### src/rtl/link_pkg.sv
// link_pkg: shared types and constants for the Link controller slice.
//   state_t : FSM state encoding for link_ctrl
//   dir_t   : move direction codes (UP=00, DOWN=01, LEFT=10, RIGHT=11)
//   cmd_t   : one-hot command bundle driven to the character block
//   Map geometry and spawn point constants, plus the state->command decode.
package link_pkg;

  typedef enum logic [3:0] {
    S_BOOT,
    S_INIT,
    S_DRAW,
    S_WAIT,
    S_DECIDE,
    S_ATTACK,
    S_MV_UP,
    S_MV_DOWN,
    S_MV_LEFT,
    S_MV_RIGHT
  } state_t;

  typedef enum logic [1:0] {
    UP    = 2'b00,
    DOWN  = 2'b01,
    LEFT  = 2'b10,
    RIGHT = 2'b11
  } dir_t;

  localparam logic ON  = 1'b1;
  localparam logic OFF = 1'b0;

  localparam int unsigned MAP_W      = 256;
  localparam int unsigned MAP_H      = 176;
  localparam int unsigned SPRITE_DIM = 16;
  localparam logic [7:0]  INIT_X     = 8'd127;
  localparam logic [7:0]  INIT_Y     = 8'd88;
  localparam logic [7:0]  X_MAX      = 8'(MAP_W - SPRITE_DIM);
  localparam logic [7:0]  Y_MAX      = 8'(MAP_H - SPRITE_DIM);

  typedef struct packed {
    logic init;
    logic idle;
    logic attack;
    logic move_up;
    logic move_down;
    logic move_left;
    logic move_right;
    logic draw_char;
  } cmd_t;

  function automatic cmd_t decode_cmd(input state_t s);
    cmd_t c;
    c = '0;
    case (s)
      S_INIT:     c.init       = ON;
      S_DRAW:     c.draw_char  = ON;
      S_WAIT:     c.idle       = ON;
      S_ATTACK:   c.attack     = ON;
      S_MV_UP:    c.move_up    = ON;
      S_MV_DOWN:  c.move_down  = ON;
      S_MV_LEFT:  c.move_left  = ON;
      S_MV_RIGHT: c.move_right = ON;
      default:    c = '0;
    endcase
    return c;
  endfunction

endpackage

### src/rtl/link_ctrl_key_sync.sv
// key_sync: two-flop synchroniser for one raw push-button, plus a registered
// one-cycle rising-edge pulse.
//   clock, reset : system clock, async active-high reset
//   raw          : asynchronous button level
//   level        : synchronised level
//   rise         : one-cycle pulse after each synchronised 0->1 transition
module key_sync (
  input  logic clock,
  input  logic reset,
  input  logic raw,
  output logic level,
  output logic rise
);

  logic s1, s2, prev;

  always_ff @(posedge clock or posedge reset) begin
    if (reset) begin
      s1   <= 1'b0;
      s2   <= 1'b0;
      prev <= 1'b0;
      rise <= 1'b0;
    end else begin
      s1   <= raw;
      s2   <= s1;
      prev <= s2;
      rise <= s2 & ~prev;
    end
  end

  assign level = s2;

endmodule

### src/rtl/link_ctrl.sv
// link_ctrl: control FSM for the Link character datapath.
// Synchronises the buttons, paces actions on frame_tick, issues one-hot
// command strobes and keeps a shadow sprite position clamped to the map.
//   clock, reset          : system clock, async active-high reset
//   key_*                 : raw buttons (async)
//   frame_tick            : one-cycle pulse per video frame
//   draw_done             : character block finished drawing
//   init..draw_char       : registered one-hot commands
//   pos_x, pos_y          : shadow sprite top-left position
//   draw_err              : sticky draw watchdog error
// Optional: define LINK_CTRL_WDT_EN to enable the draw_done watchdog
// (DRAW_TIMEOUT cycles); otherwise draw_err is tied low.
module link_ctrl
  import link_pkg::*;
#(
  parameter int unsigned MOVE_PERIOD   = 1,
  parameter int unsigned ATTACK_FRAMES = 16,
  parameter int unsigned DRAW_TIMEOUT  = 4096
) (
  input  logic       clock,
  input  logic       reset,
  input  logic       key_up,
  input  logic       key_down,
  input  logic       key_left,
  input  logic       key_right,
  input  logic       key_attack,
  input  logic       frame_tick,
  input  logic       draw_done,
  output logic       init,
  output logic       idle,
  output logic       attack,
  output logic       move_up,
  output logic       move_down,
  output logic       move_left,
  output logic       move_right,
  output logic       draw_char,
  output logic [7:0] pos_x,
  output logic [7:0] pos_y,
  output logic       draw_err
);

  logic       up_lvl, down_lvl, left_lvl, right_lvl, atk_lvl;
  logic [4:0] rise;
  logic       unused_sync;

  key_sync u_up    (.clock(clock), .reset(reset), .raw(key_up),     .level(up_lvl),    .rise(rise[0]));
  key_sync u_down  (.clock(clock), .reset(reset), .raw(key_down),   .level(down_lvl),  .rise(rise[1]));
  key_sync u_left  (.clock(clock), .reset(reset), .raw(key_left),   .level(left_lvl),  .rise(rise[2]));
  key_sync u_right (.clock(clock), .reset(reset), .raw(key_right),  .level(right_lvl), .rise(rise[3]));
  key_sync u_atk   (.clock(clock), .reset(reset), .raw(key_attack), .level(atk_lvl),   .rise(rise[4]));

  assign unused_sync = ^{rise[3:0], atk_lvl};

  state_t     state, state_n;
  cmd_t       cmd, cmd_n;
  logic [7:0] pos_x_n, pos_y_n;
  logic [7:0] atk_lock, atk_lock_n;
  logic       atk_pend, atk_pend_n;
  logic       tick_pend, tick_pend_n;
  logic [3:0] move_div, move_div_n;
  logic [3:0] move_div_inc;
  logic       up_ok, down_ok, left_ok, right_ok;
  logic       draw_timeout;

`ifdef LINK_CTRL_WDT_EN
  logic [15:0] wdt, wdt_n;
  logic        err, err_n;
  assign draw_timeout = (wdt == 16'(DRAW_TIMEOUT - 1));
  assign draw_err     = err;
`else
  localparam int unsigned unused_draw_timeout = DRAW_TIMEOUT;
  assign draw_timeout = 1'b0;
  assign draw_err     = 1'b0;
`endif

  // Blocked directions behave as if the key were released.
  assign up_ok    = up_lvl    && (pos_y != 8'd0);
  assign down_ok  = down_lvl  && (pos_y != Y_MAX);
  assign left_ok  = left_lvl  && (pos_x != 8'd0);
  assign right_ok = right_lvl && (pos_x != X_MAX);
  assign move_div_inc = move_div + 4'd1;

  always_ff @(posedge clock or posedge reset) begin
    if (reset) begin
      state     <= S_BOOT;
      cmd       <= '0;
      pos_x     <= '0;
      pos_y     <= '0;
      atk_lock  <= '0;
      atk_pend  <= 1'b0;
      tick_pend <= 1'b0;
      move_div  <= '0;
`ifdef LINK_CTRL_WDT_EN
      wdt       <= '0;
      err       <= 1'b0;
`endif
    end else begin
      state     <= state_n;
      cmd       <= cmd_n;
      pos_x     <= pos_x_n;
      pos_y     <= pos_y_n;
      atk_lock  <= atk_lock_n;
      atk_pend  <= atk_pend_n;
      tick_pend <= tick_pend_n;
      move_div  <= move_div_n;
`ifdef LINK_CTRL_WDT_EN
      wdt       <= wdt_n;
      err       <= err_n;
`endif
    end
  end

  always_comb begin
    state_n    = state;
    pos_x_n    = pos_x;
    pos_y_n    = pos_y;
    atk_lock_n = atk_lock;
    move_div_n = move_div;
    // Edges seen while locked are dropped rather than queued.
    atk_pend_n = atk_pend | (rise[4] & (atk_lock == 8'd0));
    // Single-entry tick memory: consumed by S_WAIT, never accumulates.
    tick_pend_n = (state == S_WAIT) ? 1'b0 : (tick_pend | frame_tick);
`ifdef LINK_CTRL_WDT_EN
    wdt_n = (state == S_DRAW) ? wdt + 16'd1 : '0;
    err_n = err;
`endif
    case (state)
      S_BOOT: state_n = S_INIT;
      S_INIT: begin
        pos_x_n = INIT_X;
        pos_y_n = INIT_Y;
        state_n = S_DRAW;
      end
      S_DRAW: begin
        if (draw_done) begin
          state_n = S_WAIT;
        end else if (draw_timeout) begin
          state_n = S_WAIT;
`ifdef LINK_CTRL_WDT_EN
          err_n   = 1'b1;
`endif
        end
      end
      S_WAIT: if (frame_tick || tick_pend) state_n = S_DECIDE;
      S_DECIDE: begin
        state_n = S_WAIT;
        if (atk_lock != 8'd0) begin
          atk_lock_n = atk_lock - 8'd1;
          atk_pend_n = 1'b0;
          state_n    = S_ATTACK;
        end else if (atk_pend) begin
          atk_lock_n = 8'(ATTACK_FRAMES - 1);
          atk_pend_n = 1'b0;
          state_n    = S_ATTACK;
        end else if (move_div_inc == 4'(MOVE_PERIOD)) begin
          move_div_n = '0;
          if (up_ok) begin
            pos_y_n = pos_y - 8'd1;
            state_n = S_MV_UP;
          end else if (down_ok) begin
            pos_y_n = pos_y + 8'd1;
            state_n = S_MV_DOWN;
          end else if (left_ok) begin
            pos_x_n = pos_x - 8'd1;
            state_n = S_MV_LEFT;
          end else if (right_ok) begin
            pos_x_n = pos_x + 8'd1;
            state_n = S_MV_RIGHT;
          end
        end else begin
          move_div_n = move_div_inc;
        end
      end
      S_ATTACK, S_MV_UP, S_MV_DOWN, S_MV_LEFT, S_MV_RIGHT: state_n = S_DRAW;
      default: state_n = S_BOOT;
    endcase
  end

  // Commands are registered from the next state so they align with the
  // state register while still coming straight from flops.
  always_comb begin
    cmd_n = decode_cmd(state_n);
  end

  assign init       = cmd.init;
  assign idle       = cmd.idle;
  assign attack     = cmd.attack;
  assign move_up    = cmd.move_up;
  assign move_down  = cmd.move_down;
  assign move_left  = cmd.move_left;
  assign move_right = cmd.move_right;
  assign draw_char  = cmd.draw_char;

endmodule

### config.mk
export PLATFORM = sky130hd
export DESIGN_NAME = link_ctrl
export DESIGN_NICKNAME = d
export VERILOG_FILES = /design/src/rtl/link_pkg.sv /design/src/rtl/link_ctrl_key_sync.sv /design/src/rtl/link_ctrl.sv
export SDC_FILE = /design/constraint.sdc
export NUM_CORES = 1
export LEC_CHECK = 0
export ABC_AREA = 0
export ABC_CLOCK_PERIOD_IN_PS = 4200
export BUFFER_PORTS_ARGS = -buffer_cell sky130_fd_sc_hd__buf_2
export CORE_ASPECT_RATIO = 1.1
export CORE_MARGIN = 2
export CORE_UTILIZATION = 30
export DETAILED_ROUTE_END_ITERATION = 12
export SLEW_MARGIN = 40
export SYNTH_ARGS = -nofsm -noshare
export SYNTH_HDL_FRONTEND = slang
export SYNTH_SLANG_ARGS = --single-unit
### constraint.sdc
create_clock -name clock -period 4.2 [get_ports clock]
set_input_delay 1.05 -clock clock [delete_from_list [all_inputs] [get_ports clock]]
set_output_delay 1.05 -clock clock [all_outputs]
set_load 0.05 [all_outputs]
# Yosys cells after proc, flatten, opt, wreduce, memory -nomap -nowiden
# Cells that the tools add are included.
# Widths: inputs -> output; s select.
classes:
  n_addsub: 6
  bitwise_logic: 7
  n_reduce_logical: 17
  eq_ne: 27
  muxes: 39
op_table:
  columns: ["cell", "count"]
  rows:
  - ["$mux 8", 14]
  - ["$mux 4", 10]
  - ["$pmux 8 s2", 2]
  - ["$eq 4x3->1 const B", 7]
  - ["$reduce_bool 8->1", 3]
  - ["$sub 8x1->8 const B", 3]
  - ["$pmux 4 s5", 1]
  - ["$add 8x1->8 const B", 2]
  - ["$eq 4x2->1 const B", 4]
  - ["$eq 4x4->1 const B", 4]
  - ["$ne 8x8->1 const B", 2]
  - ["$eq 4x1->1 const B", 3]
  - ["$mux 1", 12]
  - ["$ne 2x2->1 const B", 5]
  - ["$logic_not 8->1", 1]
  - ["$reduce_and 7->1", 1]
  - ["$ne 3x3->1 const B", 2]
  - ["$reduce_or 6->1", 1]
  - ["$reduce_and 5->1", 1]
  - ["$add 4x1->4 const B", 1]
  - ["$logic_and 1x1->1", 4]
  - ["$logic_not 4->1", 1]
  - ["$reduce_bool 2->1", 2]
  - ["$not 1->1", 3]
  - ["5 further kinds", 7]
totals:
  output_inout_bits: 25
  regBits: 54
  wordCells: 123

# Longest topological paths before layout
depth:
  ltp_word: 12
  mapped_depth: 10
  depth_no_buf: 10

# Modules after synthesis
# From an unflattened synthesis, not the netlist that was laid out.
hier_totals:
  cells_unflattened: 294
  hier_area_um2: 3109.2
modules_own_cells:
  columns: ["mod", "area_each_um2", "cells_each", "seq_area_each_um2", "instances"]
  rows:
  - ["link_ctrl", 2521.2, 264, 1051.0, 1]
  - ["key_sync", 117.6, 6, 100.1, 5]

# Least setup slack after synthesis
# Ideal clock, no wire load.
synth_path:
  path_kind: "flip-flop to flip-flop"
  start: "register pos_y[1]"
  end: "register pos_y[7]"
  required_ns: 4.074
  synth_period_minus_slack_ns: 3.378
  stages_incl_launch_ff: 11
  setup_time_ns: 0.126
  path_slack_ns: 0.822
  n_path_buf: 0
  t_arrival_ns: 3.252
  cell_sequence: "dfrtp_1 -> or4_4 -> o21ai_1 -> inv_1 -> ha_1 -> and3_1 -> a221o_1 -> o41ai_1 -> xnor2_1 -> nor3_1 -> a221o_1"
synth_via:
  elab_chain_cells: 7
  elab_cells_between_ends: 14
synth_lines:
  columns: ["element", "line", "rtl"]
  rows:
  - ["start: declaration", "link_ctrl.sv:38", "output logic [7:0] pos_y,"]
  - ["start signal: assignment", "link_ctrl.sv:101", "pos_y <= pos_y_n;"]
  - ["$add 8x1->8 or $reduce_bool 8->1 (tied branches)", "link_ctrl.sv:161, link_ctrl.sv:77", null]
  - ["$mux 8 or $logic_and 1x1->1 (tied branches)", "link_ctrl.sv:160, link_ctrl.sv:77", null]
  - ["$mux 8", "link_ctrl.sv:157", "if (up_ok) begin"]
  - ["$mux 8", "link_ctrl.sv:155", "end else if (move_div_inc == 4'(MOVE_PERIOD)) begin"]
  - ["$mux 8", "link_ctrl.sv:151", "end else if (atk_pend) begin"]
  - ["$mux 8", "link_ctrl.sv:147", "if (atk_lock != 8'd0) begin"]
  - ["$pmux 8 s2", "link_ctrl.sv:127", "case (state)"]
# Parallel ways exist; a longest one is shown, timed or not. The select of a mux whose other input is x is not followed.
# A chain may end at the register's enable or synchronous reset.

# Worst setup path after layout
layout_path:
  start: "register pos_y[7]"
  end: "register pos_y[7]"
# Same word-level chain as after synthesis.

==> flow_summary.yaml <==
run_status:
  status: "finished clean"
synthesis:
  ys_top_cells_by_area: "dfrtp_1 46%, ha_1 6.4%, xnor2_1 3.0%"
  synthFlopType: "dfrtp_1"
  seq_area_frac_synth_pct: 46.4
  syn-num-nets: 303
  synth_area_mm2: 0.00291
  synth_largest_area_cell: "dfrtp_1"
  synth-edff-count: 0
  syn_inst: 277
  ys_ff_latch: 54
  avgSynthCellArea_um2: 10.5
  async_flop_share_pct: 100
  yosysUniqueCellTypes: 63
  yosys_warnings: 0
  netlist.area_leader.share_pct: 46.4
min_path:
  whs_endpoint: "u_left.level"
  hold_path_depth: 0
  min_path_type: "flop to flop"
  hp-start: "u_left.s1"
power:
  pwr-share-seq_pct: 35.2
  p_clk_share_pct: 13.0
  p_int_mw: 1.21
  p_switching_mw: 1.11
  combPwrFrac_pct: 51.8
  power.leakage_nw: 1.48
  powerDensity_mw_per_mm2: 701
  finalPower_mw: 2.33
  vdd_ir_drop_max_uv: 187
  switching_share_pct: 47.8
cts:
  cts_root_buf: "clkbuf_8"
  clk_latency_ns: 0.31
  cts_hold_buf: 0
  cts.repair.resized: 0
  cts_setup_buffers: 0
  tritoncts: "built"
  clock_path_buffers: 2
  clkSinkCount: 54
  numCtsBuffers: 5
  htreeDepth: 2
  cts.clk_slew.worst_paths_ns: 0.10
timing:
  tightestPinTransition_ns: 0.769
  period_share_pct: 81.1
  finClkSkew_ns: 0.0102
  timing.fmax_ghz: 0.293
  hold_viol: 0
  max_slew_margin_pct: 48.0
  finalSetupTns_ns: 0
  setup_viol: 0
  period_minus_slack_ns: 3.41
  drv_slew: 0
  rsz0062_at_grt: "false"
  whs_ns: 0.355
grt:
  grt_pass1_vias: 2251
  grt_max_degree: 37
  grt-ovfl-total: 0
  grt_usage_pct: 12.1
  antenna_found_initial: 0
  grt_pass1_wl_um: 10400
finish:
  fill_cells: 938
  layout-drive-gt1-share_pct: 21.6
  area_delta_synth_final_pct: 13.9
  final_common_cell: "dfrtp_1"
  finalNetCount: 340
  post-route-cell-area_mm2: 0.00332
  diodes: 0
  mostFrequentLayoutCells: "54 x dfrtp_1, 32 x buf_2, 20 x inv_1, 20 x nor2_1, 15 x ha_1"
placement:
  io_buffers: 32
  dpl_cell_area_mm2: 0.00322
  gp_congestion: 0.818
  dpl.hpwl_um: 4350
worst_setup_path:
  arrival_ns: 3.62
  cp-end-kind: "flop"
  worstSetupStartpointType: "flop"
  reg2reg_slack_ns: 0.79
  required_ns: 4.41
  crit_top_cell: "a221o_1"
  cp_slowest_cell: "or4_1"
  worst_path_dominant_cell_family: "compound AO/OA/AOI/OAI gates"
  worst-path-buf-inv: 1
  worstPathCellList: "or4_1 -> o21ai_1 -> inv_1 -> ha_1 -> and3_1 -> a221o_1 -> o41ai_1 -> xnor2_1 -> nor3_1 -> a221o_1"
  path_max_fanout: 7
  reg2reg_from: "pos_y[7]"
  r2r_cells: 10
  rr_endpoint: "pos_y[7]"
  cp_slowest_stage_delay_ns: 0.62
  path_class: "flop to flop"
route:
  antenna_left: 0
  drc: 0
  finalWirelength_um: 5780
  firstDrtPassIters: 4
  drtIter0Drc: 79
  vias_per_cell: 5.03
  route.detailed.wl_per_inst_um: 13.4
  dr_total_vias: 2172
floorplanning:
  die_area_mm2: 0.0105
  core_mm2: 0.00940
  rows: 37
  pin_count: 34
  initial_core_util_pct: 31.0
  die_width_um: 98.0
  die_y_um: 107
flow_run:
  drv_cap: 0
-- flip-flops by register name, summed over array words and instances, names as in the netlist, 4 cells and up --
signal,cells
atk_lock,8
move_div,4
pos_x,8
pos_y,8
state,4
-- cells by family after synthesis --
kind of cell | share of synthesized area [%]
AO/OA/AOI/OAI | 17.4
flip-flops | 46.4
AND/OR/NAND/NOR | 17.7
buffers and inverters | 3.57
XOR/XNOR | 3.61
other | 0.129
multiplexers | 3.39
adder cells (fa/ha/maj) | 7.82
-- cell type report --
type                    count  area (µm²)  share of cell area (%)
multi-input cells         197        1460                    44.1
flip-flops and latches     54        1350                    40.7
repair buffers             35         183                    5.51
well taps                 117         146                    4.41
inverters                  21        80.1                    2.41
clock buffers               5        68.8                    2.07
clock inverters             3        25.0                   0.754
-- worst reg2reg max path: cells and delay by family, from the launching register on --
family,cells,cell delay [ns]
xor gates and xnor gates,1,0.20
AOI/OAI and AO/OA,4,1.19
DFF,1,0.44
adders and majority gates,1,0.37
and+or+nand+nor,3,0.89
buffers and inverters,1,0.21
-- cell usage after synthesis (2+ instances only) --
master	count
nor2b_1	5
o21ai_0	11
o41ai_1	2
and2_1	2
a21oi_2	2
buf_2	2
o32ai_2	2
a21oi_1	11
fa_1	2
nor4b_1	2
xnor2_1	10
nor2_2	2
nor3b_1	3
o2bb2ai_1	2
clkbuf_1	2
or4_1	3
ha_1	15
o22a_1	3
a221o_1	2
nor4_1	4
a31oi_1	4
inv_1	21
nor3_1	11
nor2_1	20
o21ai_1	5
nand2_1	14
a21o_1	4
xor2_1	2
nor3_2	2
mux2i_1	5
and3_1	3
o21a_1	3
dfrtp_1	54
o21bai_1	2
nand3_1	10
mux2_2	3
-- power by group through the flow --
stage | sequential (mW) | combinational (mW) | clock, mW
floorplan | 1.09 | 0.685 | 0
global placement | 0.826 | 1.20 | 0
detailed placement | 0.832 | 1.21 | 0
CTS | 0.821 | 1.22 | 0.318
global route | 0.846 | 1.33 | 0.337
finish | 0.819 | 1.20 | 0.302
-- worst max path at each step --
stage	depth (start not counted)	from	end
floorplan	10	pos_y[1]	pos_y[7]
global placement	10	pos_y[7]	pos_y[7]
detailed placement	10	pos_y[7]	pos_y[7]
CTS	10	pos_y[7]	pos_y[7]
global route	10	pos_y[7]	pos_y[7]
finish	10	pos_y[7]	pos_y[7]
-- metrics by stage --
stage	instances	worst slack (ns)	util, %
6_report	432	0.793	35.3
5_1_grt	432	0.622	35.3
4_1_cts	432	0.790	35.3
3_5_place_dp	424	0.798	34.3
3_3_place_gp	424	0.894	34.3
2_1_floorplan	277	0.822	-
-- routing by layer --
| metal | wire, µm | vias to the layer above | GRT usage, % |
|---|---|---|---|
| met4 | 109 | 0 | 5.46 |
| met1 | 2670 | 1049 | 14.6 |
| met5 | 0 | - | 0 |
| met2 | 2820 | 30 | 20.9 |
| li1 | - | 1084 | - |
| met3 | 182 | 9 | 2.27 |
Note: power is estimated with default switching activity, not from simulation.
